==> src/rtl/hex_disp_pkg.sv <==
// Shared types and constants for the HEX display arbiter: segment type,
// active-low segment table, blank pattern and arbiter state encoding.
package hex_disp_pkg;

  typedef logic [6:0] seg_t;

  typedef enum logic {IDLE, HOLD} state_t;

  localparam seg_t SEG_OFF = 7'b1111111;

  // Active-low gfedcba encodings for nibbles 0..F.
  localparam seg_t SEG_LUT [16] = '{
    7'b1000000, 7'b1111001, 7'b0100100, 7'b0110000,
    7'b0011001, 7'b0010010, 7'b0000010, 7'b1111000,
    7'b0000000, 7'b0010000, 7'b0001000, 7'b0000011,
    7'b1000110, 7'b0100001, 7'b0000110, 7'b0001110
  };

endpackage

==> src/rtl/hex_seg_decode.sv <==
// Combinational nibble to active-low 7-segment decoder with a blank override.
module hex_seg_decode
  import hex_disp_pkg::*;
(
  input  logic [3:0] nibble,
  input  logic       blank,
  output logic [6:0] seg
);

  assign seg = blank ? SEG_OFF : SEG_LUT[nibble];

endmodule

==> src/rtl/hex_display_arbiter.sv <==
// Round-robin arbiter with minimum dwell sharing six HEX displays between requesters.
// Optional HEX_LEADING_ZERO_BLANK_EN blanks digits above the most significant non-zero nibble.
module hex_display_arbiter
  import hex_disp_pkg::*;
#(
  parameter int NUM_REQ      = 2,
  parameter int DIGITS       = 6,
  parameter int DWELL_CYCLES = 50_000_000
) (
  input  logic                        clk,
  input  logic                        reset,
  input  logic [NUM_REQ-1:0]          req,
  input  logic [NUM_REQ*4*DIGITS-1:0] value,
  output logic [NUM_REQ-1:0]          grant,
  output logic                        busy,
  output logic [DIGITS*7-1:0]         hex_out
);

  localparam int VW = 4 * DIGITS;
  localparam int PW = $clog2(NUM_REQ);
  localparam int CW = (DWELL_CYCLES > 1) ? $clog2(DWELL_CYCLES) : 1;

  localparam logic [CW-1:0]      CNT_LOAD = CW'(DWELL_CYCLES - 1);
  localparam logic [PW-1:0]      LAST_RST = PW'(NUM_REQ - 1);
  localparam logic [NUM_REQ-1:0] ONE_HOT0 = NUM_REQ'(1);

  state_t          state;
  logic [PW-1:0]   last;
  logic [CW-1:0]   cnt;
  logic [VW-1:0]   snap;
  logic            found;
  logic [PW-1:0]   pick;
  int              idx;
  logic [VW-1:0]   val_arr [NUM_REQ];

  for (genvar r = 0; r < NUM_REQ; r++) begin : g_val
    assign val_arr[r] = value[r*VW +: VW];
  end

  // Search from last+1 with wrap; in HOLD the owner (always == last) is skipped,
  // which is the offset that lands back on last.
  always_comb begin
    // NOTE: every output gets a default first so no path can infer a latch.
    found = 1'b0;
    pick  = '0;
    idx   = 0;
    for (int off = NUM_REQ; off >= 1; off--) begin
      idx = int'(last) + off;
      if (idx >= NUM_REQ) idx = idx - NUM_REQ;
      if (req[idx[PW-1:0]] && !(state == HOLD && off == NUM_REQ)) begin
        found = 1'b1;
        pick  = idx[PW-1:0];
      end
    end
  end

  always_ff @(posedge clk or posedge reset) begin
    if (reset) begin
      state <= IDLE;
      grant <= '0;
      last  <= LAST_RST;
      cnt   <= '0;
      snap  <= '0;
    end else begin
      // NOTE: non-blocking assignments keep every register update on the same edge.
      case (state)
        IDLE: begin
          if (found) begin
            state <= HOLD;
            grant <= ONE_HOT0 << pick;
            last  <= pick;
            cnt   <= CNT_LOAD;
            snap  <= val_arr[pick];
          end
        end
        HOLD: begin
          if (!req[last] || cnt == '0) begin
            if (found) begin
              grant <= ONE_HOT0 << pick;
              last  <= pick;
              cnt   <= CNT_LOAD;
              snap  <= val_arr[pick];
            end else if (!req[last]) begin
              state <= IDLE;
              grant <= '0;
            end else begin
              cnt   <= CNT_LOAD;
              snap  <= val_arr[last];
            end
          end else begin
            cnt  <= cnt - 1'b1;
            snap <= val_arr[last];
          end
        end
        default: begin
          state <= IDLE;
          grant <= '0;
        end
      endcase
    end
  end

  assign busy = |grant;

  for (genvar d = 0; d < DIGITS; d++) begin : g_digit
    logic blank;
`ifdef HEX_LEADING_ZERO_BLANK_EN
    if (d == 0) begin : g_lsd
      assign blank = (state == IDLE);
    end else begin : g_upper
      assign blank = (state == IDLE) || (snap[VW-1:4*d] == '0);
    end
`else
    assign blank = (state == IDLE);
`endif
    hex_seg_decode u_dec (
      .nibble (snap[4*d +: 4]),
      .blank  (blank),
      .seg    (hex_out[7*d +: 7])
    );
  end

endmodule

==> config.mk <==
export PLATFORM = sky130hd
export DESIGN_NAME = hex_display_arbiter
export DESIGN_NICKNAME = d
export VERILOG_FILES = /design/src/rtl/hex_disp_pkg.sv /design/src/rtl/hex_seg_decode.sv /design/src/rtl/hex_display_arbiter.sv
export SDC_FILE = /design/constraint.sdc
export NUM_CORES = 1
export LEC_CHECK = 0
export BUFFER_PORTS_ARGS = -buffer_cell sky130_fd_sc_hd__buf_2
export CORE_ASPECT_RATIO = 0.6
export CORE_MARGIN = 2
export CORE_UTILIZATION = 46
export CTS_BUF_LIST = sky130_fd_sc_hd__clkbuf_2 sky130_fd_sc_hd__clkbuf_4 sky130_fd_sc_hd__clkbuf_8
export CTS_CLUSTER_DIAMETER = 60
export DETAILED_ROUTE_END_ITERATION = 6
export GPL_TIMING_DRIVEN = 0
export PLACE_DENSITY = 0.67
export SYNTH_ARGS = -nofsm -noshare
export SYNTH_HDL_FRONTEND = slang
export SYNTH_SLANG_ARGS = --single-unit
==> constraint.sdc <==
create_clock -name clk -period 3.55 [get_ports clk]
set_clock_uncertainty 0.2 [all_clocks]
set_input_delay 0.5325 -clock clk [delete_from_list [all_inputs] [get_ports clk]]
set_output_delay 0.5325 -clock clk [all_outputs]
set_load 0.01 [all_outputs]
==> results.sh, run 1 <==
export IMPL_place_ws_ns=0.640
export IMPL_timing_hold_worst_endpoint="cnt[13]"
export IMPL_timing_rr_start="last"
export IMPL_asyncSetResetFlopFracSynth=1.00
export IMPL_setup_repair_after_global_routing_missed_its_margin="false"
export IMPL_setup_viol=0
export IMPL_floorplan_initialDensity=0.477
export IMPL_remaining_drcs=0
export IMPL_count_of_h_tree_levels_built_during_cts=2
export IMPL_synth_yosys_warnings=0
export IMPL_routed_via_count=6207
export IMPL_drt_antenna_violating_nets=0
export IMPL_drv_cap=0
export IMPL_io_pin_count=97
export IMPL_layout_drive_gt1_share=0.235
export IMPL_dr_pass1_iters=6
export IMPL_crit_type="flop to primary output"
export IMPL_seq_area_frac_synth=0.233
export IMPL_hold_path_class="flop to flop"
export IMPL_critical_path_required_time_ns=2.82
export IMPL_finalWorstPathRequiredPeriod_ns=3.32
export IMPL_cts_tree="built"
export IMPL_die_area_um2=13600
export IMPL_critPathArrivalTime_ns=2.59
export IMPL_synthDominantCellAreaShare=0.228
export IMPL_postSynthRegisterBits=54
export IMPL_achievable_frequency_mhz=301
export IMPL_chipWidth_um=149
export IMPL_worst_path_max_fanout=10
export IMPL_finalCritPeriodShare=0.935
export IMPL_first_iter_violations=732
export IMPL_yosys_most_used_dff="sky130_fd_sc_hd__dfrtp_1"
export IMPL_hold_path_startpoint="cnt[13]"
export IMPL_synth_top_cells_by_area="sky130_fd_sc_hd__dfrtp_1 (23%), sky130_fd_sc_hd__mux2_2 (9.5%), sky130_fd_sc_hd__ha_1 (8.0%), sky130_fd_sc_hd__nand2_1 (6.3%), sky130_fd_sc_hd__o21ai_0 (4.5%)"
export IMPL_dpl_hpwl_um=14300
export IMPL_cts_resized=0
export IMPL_routabilityCongestion=0.974
export IMPL_syn_to_final_growth_pct=13.9
export IMPL_globalRoute_totalOverflow=0
export IMPL_end_kind="primary output"
export IMPL_start_kind="flop"
export IMPL_rrSetupSlack_ns=0.49
export IMPL_finalCoreUtilization=0.543
export IMPL_routed_wl_per_cell_um=19.2
export IMPL_ff2ff_path_depth=7
export IMPL_power_density_nw_per_um2=404
export IMPL_syn_inst=725
export IMPL_power_static_leakage_nw=2.73
export IMPL_synth_largest_area_cell="sky130_fd_sc_hd__dfrtp_1"
export IMPL_timing_final_hold_violations=0
export IMPL_detail_route_vias_per_cell=6.24
export IMPL_irDropWorstVdd_mv=0.205
export IMPL_timing_max_slew_rel_slack=0.451
export IMPL_synth_cell_area_um2=5810
export IMPL_synth_distinct_cells=54
export IMPL_global_route_wire_length_before_repair_um=30600
export IMPL_outcome="completed"
export IMPL_num_rows=31
export IMPL_final_fill_count=1166
export IMPL_tritoncts_num_buffers=5
export IMPL_clock_sinks=54
export IMPL_final_layout_net_count=917
export IMPL_fin_ws_ns=0.231
export IMPL_coreArea_um2=12200
export IMPL_grt_start_max_net_pins=40
export IMPL_synthesis_nets=814
export IMPL_grt_total_usage=0.281
export IMPL_first_global_vias=5916
export IMPL_maximum_root_to_sink_buffer_count=2
export IMPL_worst_r2r_endpoint="snap[6]"
export IMPL_final_hold_worst_slack_ns=0.326
export IMPL_synthesis_area_per_instance_um2=8.01
export IMPL_drv_slew=0
export IMPL_timing_setup_tns_ns=0
export IMPL_antennaDiodeCount=0
export IMPL_cts_root_buf="sky130_fd_sc_hd__clkbuf_8"
export IMPL_clk_insertion_delay_late_ns=0.33
export IMPL_port_buffers=94
export IMPL_synth_edf_count=0
export IMPL_route_final_wire_length_um=19100
export IMPL_hold_depth=2
export IMPL_worst_slew_pin_transition_ns=0.823
export IMPL_grt_antenna_before_repair=0
export IMPL_clk_transition_reported_paths_ns=0.12
export IMPL_die_height_um=91.0
critical path: stages, from the launching register on:
cell                       delay, ns
sky130_fd_sc_hd__dfrtp_1        0.53
sky130_fd_sc_hd__clkbuf_1       0.57
sky130_fd_sc_hd__clkbuf_1       0.54
sky130_fd_sc_hd__a21boi_0       0.29
sky130_fd_sc_hd__o21ai_0        0.15
sky130_fd_sc_hd__buf_2          0.16
stage by stage:
step | power [mW] | cells | cell area, um^2
4_1_cts | 2.66 | 994 | 6610
3_5_place_dp | 2.25 | 985 | 6500
2_1_floorplan | 1.79 | 725 | 5810
3_3_place_gp | 2.19 | 984 | 6480
5_1_grt | 2.87 | 994 | 6610
6_report | 2.67 | 994 | 6610
layer usage:
layer  share of wire  up-vias  global-route usage
met1            0.45     2968               0.422
met2            0.43      377               0.419
li1                -     2834                   -
met3            0.11       28              0.0417
met4           0.015        0              0.0714
met5               0        -                   0
timing repair:
item	4_1_cts	5_1_grt
endpoints found under the hold margin	6	0
hold buffers	1	0
setup buffers	0	0
cell type report:
cell class	count	area, um^2	share of cell area
Buffer	62	265	0.0401
Clock buffer	5	68.8	0.0104
Clock inverter	3	28.8	0.00435
Inverter	36	135	0.0204
Multi-Input combinational cell	573	4060	0.613
Sequential cell	54	1350	0.205
Tap cell	165	206	0.0312
Timing Repair Buffer	96	500	0.0757
sequential cells by signal, indices dropped and copies added, names as in the netlist:
name and cells:
last 1, grant 2, snap 24, state 1, cnt 26
how the worst max path moves through the flow:
stage                start     endpoint  cells past startpoint
global route         state  hex_out[32]                      4
global placement    req[1]     snap[23]                      7
CTS                  state  hex_out[13]                      5
detailed placement    last     snap[10]                      7
floorplan           cnt[6]      snap[0]                      8
finish               state  hex_out[13]                      5
power breakdown:
part | leakage, nW | switching, mW | internal [mW]
Clock | 0.0502 | 0.253 | 0.147
Combinational | 2.08 | 0.859 | 0.617
Sequential | 0.592 | 0.103 | 0.691
cells in the mapped netlist (4+ instances only):
cell / number
sky130_fd_sc_hd__buf_1: 8
sky130_fd_sc_hd__ha_1: 37
sky130_fd_sc_hd__nor2_1: 24
sky130_fd_sc_hd__mux2i_1: 19
sky130_fd_sc_hd__o21a_1: 4
sky130_fd_sc_hd__buf_2: 4
sky130_fd_sc_hd__nand2b_1: 7
sky130_fd_sc_hd__inv_1: 33
sky130_fd_sc_hd__xnor2_1: 19
sky130_fd_sc_hd__o22ai_2: 20
sky130_fd_sc_hd__mux4_2: 5
sky130_fd_sc_hd__a31oi_1: 25
sky130_fd_sc_hd__o21ai_0: 52
sky130_fd_sc_hd__or4_1: 4
sky130_fd_sc_hd__nor3b_1: 25
sky130_fd_sc_hd__mux2_2: 49
sky130_fd_sc_hd__nand2_1: 98
sky130_fd_sc_hd__or3_1: 4
sky130_fd_sc_hd__a21boi_0: 5
sky130_fd_sc_hd__nor3_1: 12
sky130_fd_sc_hd__nor4_1: 7
sky130_fd_sc_hd__clkbuf_1: 45
sky130_fd_sc_hd__o211ai_1: 31
sky130_fd_sc_hd__o22ai_1: 22
sky130_fd_sc_hd__dfrtp_1: 53
sky130_fd_sc_hd__nand3_1: 41
sky130_fd_sc_hd__a21oi_1: 33
kinds of logic after synthesis:
| group | share of synthesized area |
|---|---|
| AOI/OAI and AO/OA | 0.247 |
| xor gates and xnor gates | 0.0317 |
| adders and majority gates | 0.0797 |
| buffers and inverters | 0.0689 |
| DFF | 0.233 |
| muxes | 0.147 |
| and+or+nand+nor | 0.193 |
placed cells by master, fill, tap and decap left out, types with 8 or more instances in the layout:
cell and n:
sky130_fd_sc_hd__a21oi_1 33, sky130_fd_sc_hd__a31oi_1 25, sky130_fd_sc_hd__buf_1 8, sky130_fd_sc_hd__buf_2 98
sky130_fd_sc_hd__clkbuf_1 45, sky130_fd_sc_hd__dfrtp_1 53, sky130_fd_sc_hd__ha_1 37, sky130_fd_sc_hd__inv_1 32
sky130_fd_sc_hd__mux2_2 49, sky130_fd_sc_hd__mux2i_1 19, sky130_fd_sc_hd__nand2_1 98, sky130_fd_sc_hd__nand3_1 41
sky130_fd_sc_hd__nor2_1 24, sky130_fd_sc_hd__nor3_1 12, sky130_fd_sc_hd__nor3b_1 25, sky130_fd_sc_hd__o211ai_1 31
sky130_fd_sc_hd__o21ai_0 52, sky130_fd_sc_hd__o22ai_1 22, sky130_fd_sc_hd__o22ai_2 20, sky130_fd_sc_hd__xnor2_1 19
(Power assumes the default switching activity.)
==> run 2: changes to the inputs <==
--- a/config.mk
+++ b/config.mk
@@ -8,2 +8,3 @@
 export BUFFER_PORTS_ARGS = -buffer_cell sky130_fd_sc_hd__buf_2
+export CAP_MARGIN = 25
 export CORE_ASPECT_RATIO = 0.6
@@ -16,2 +17,3 @@
 export PLACE_DENSITY = 0.67
+export RECOVER_POWER = 25
 export SYNTH_ARGS = -nofsm -noshare
--- a/constraint.sdc
+++ b/constraint.sdc
@@ -4,2 +4,2 @@
 set_output_delay 0.5325 -clock clk [all_outputs]
-set_load 0.01 [all_outputs]
+set_load 0.05 [all_outputs]
==> results.sh, run 2 (synthesis gave the netlist of run 1 again) <==
export IMPL_drv_slew=0
export IMPL_setup_repair_after_global_routing_missed_its_margin="false"
export IMPL_cts_post_setup_buffers_inserted=0
export IMPL_die_area_um2=13600
export IMPL_crit_path_start="state"
export IMPL_clock_sinks=54
export IMPL_seqCellArea_um2=1350
export IMPL_routed_via_count=6191
export IMPL_cts_resized=0
export IMPL_final_fill_count=1167
export IMPL_drt_antenna_violating_nets=0
export IMPL_die_height_um=91.0
export IMPL_end_kind="primary output"
export IMPL_detail_route_vias_per_cell=6.23
export IMPL_dr_pass1_iters=5
export IMPL_route_final_wire_length_um=19200
export IMPL_worstSetupEndpoint="hex_out[13]"
export IMPL_most_common_layout_cells="sky130_fd_sc_hd__buf_2 (98), sky130_fd_sc_hd__nand2_1 (98), sky130_fd_sc_hd__dfrtp_1 (53), sky130_fd_sc_hd__o21ai_0 (52), sky130_fd_sc_hd__mux2_2 (49)"
export IMPL_num_rows=31
export IMPL_first_global_vias=5916
export IMPL_antennaDiodeCount=0
export IMPL_ff2ff_path_depth=7
export IMPL_timing_setup_tns_ns=0
export IMPL_cts_root_buf="sky130_fd_sc_hd__clkbuf_8"
export IMPL_crit_type="flop to primary output"
export IMPL_power_static_leakage_nw=2.72
export IMPL_timing_rr_start="last"
export IMPL_port_buffers=94
export IMPL_setup_viol=0
export IMPL_cts_hold_repair_buffers=1
export IMPL_timing_max_slew_rel_slack=0.327
export IMPL_cts_tree="built"
export IMPL_syn_to_final_growth_pct=13.6
export IMPL_globalRoute_totalOverflow=0
export IMPL_fin_total_pwr_mw=3.17
export IMPL_tritoncts_num_buffers=5
export IMPL_worst_path_most_repeated_cell="sky130_fd_sc_hd__clkbuf_1"
export IMPL_worst_r2r_endpoint="snap[9]"
export IMPL_critical_path_buffer_and_inverter_count=3
export IMPL_start_kind="flop"
export IMPL_slowest_delay_ns=0.57
export IMPL_timing_final_hold_violations=0
export IMPL_floorplan_initialDensity=0.477
export IMPL_timing_critical_path_depth=5
export IMPL_gr_max_usage_layer="met1"
export IMPL_largest_register_ffs=26
export IMPL_routabilityCongestion=0.974
export IMPL_grt_start_max_net_pins=40
export IMPL_finalWorstPathRequiredPeriod_ns=3.39
export IMPL_rrSetupSlack_ns=0.49
export IMPL_globalRouteMet3Util=0.0417
export IMPL_met2_usage=0.419
export IMPL_power_density_nw_per_um2=480
export IMPL_worst_path_max_fanout=10
export IMPL_cp_cell_sequence="clkbuf_1, clkbuf_1, a21boi_0, o21ai_0, buf_2"
export IMPL_outcome="completed"
export IMPL_finalCritPeriodShare=0.954
export IMPL_critPathArrivalTime_ns=2.65
export IMPL_critical_path_required_time_ns=2.82
export IMPL_first_iter_violations=711
export IMPL_irDropWorstVdd_mv=0.356
export IMPL_critical_path_slowest_stage_cell="sky130_fd_sc_hd__clkbuf_1"
export IMPL_coreArea_um2=12200
export IMPL_chipWidth_um=149
export IMPL_routed_wl_per_cell_um=19.3
export IMPL_timing_critical_path_max_delay_family="buffers and inverters"
export IMPL_dpl_hpwl_um=14300
export IMPL_achievable_frequency_mhz=295
export IMPL_layout_drive_gt1_share=0.234
export IMPL_count_of_h_tree_levels_built_during_cts=2
export IMPL_maximum_root_to_sink_buffer_count=2
export IMPL_io_pin_count=97
export IMPL_hold_path_class="flop to flop"
export IMPL_multiInputGateArea_um2=4060
export IMPL_globalRouteMet1Util=0.422
export IMPL_remaining_drcs=0
export IMPL_grt_total_usage=0.281
export IMPL_clk_transition_reported_paths_ns=0.12
export IMPL_final_layout_net_count=917
export IMPL_final_hold_worst_slack_ns=0.326
export IMPL_clk_insertion_delay_late_ns=0.34
export IMPL_worst_slew_pin_transition_ns=1.01
export IMPL_drv_cap=0
export IMPL_largest_register="cnt"
export IMPL_global_route_wire_length_before_repair_um=30600
export IMPL_largestRegisters="cnt: 26 flops, snap: 24 flops, grant: 2 flops"
export IMPL_grt_antenna_before_repair=0
## run 2: worst min path at each step
| stage | startpoint | depth (start not counted) | end | slack [ns] |
|---|---|---|---|---|
| finish | cnt[13] | 2 | cnt[13] | 0.33 |
| global route | cnt[13] | 2 | cnt[13] | 0.35 |
| CTS | cnt[17] | 2 | cnt[17] | 0.33 |
| detailed placement | cnt[17] | 2 | cnt[17] | 0.30 |
| global placement | cnt[17] | 2 | cnt[17] | 0.30 |
| floorplan | cnt[13] | 2 | cnt[13] | 0.28 |
## run 2: worst reg2reg max path, stage by stage, from the launching register on
cell and delay [ns]:
sky130_fd_sc_hd__dfstp_2 0.54, sky130_fd_sc_hd__clkbuf_1 0.25, sky130_fd_sc_hd__clkbuf_1 0.45, sky130_fd_sc_hd__clkbuf_1 0.47, sky130_fd_sc_hd__clkbuf_1 0.51, sky130_fd_sc_hd__a31oi_1 0.20
sky130_fd_sc_hd__o22ai_2 0.19, sky130_fd_sc_hd__o22ai_1 0.10
## run 2: per-layer routing
metal	vias to the layer above	wire, um
li1	2840	-
met1	2982	8790
met2	340	8130
met3	29	1960
met4	0	289
met5	-	0
## run 2: final cells by class
class                   count  share of cell area
plain buffers              62              0.0402
multi-input cells         573               0.615
repair buffers             96              0.0736
clock buffers               5              0.0104
flip-flops and latches     54               0.205
clock inverters             3             0.00436
inverters                  36              0.0205
well taps                 165              0.0313
## run 2: metrics by stage
stage	util	setup slack, ns	instances	area [um^2]
2_1_floorplan	-	0.282	725	5810
3_3_place_gp	0.532	0.628	984	6480
3_5_place_dp	0.534	0.582	985	6500
4_1_cts	0.543	0.201	994	6610
5_1_grt	0.542	0.0516	994	6600
6_report	0.542	0.164	994	6600
## run 2: report_power, final
part / internal [mW] / switching (mW)
Combinational: 0.618 / 1.35
Clock: 0.147 / 0.254
Sequential: 0.691 / 0.104
Total: 1.46 / 1.71
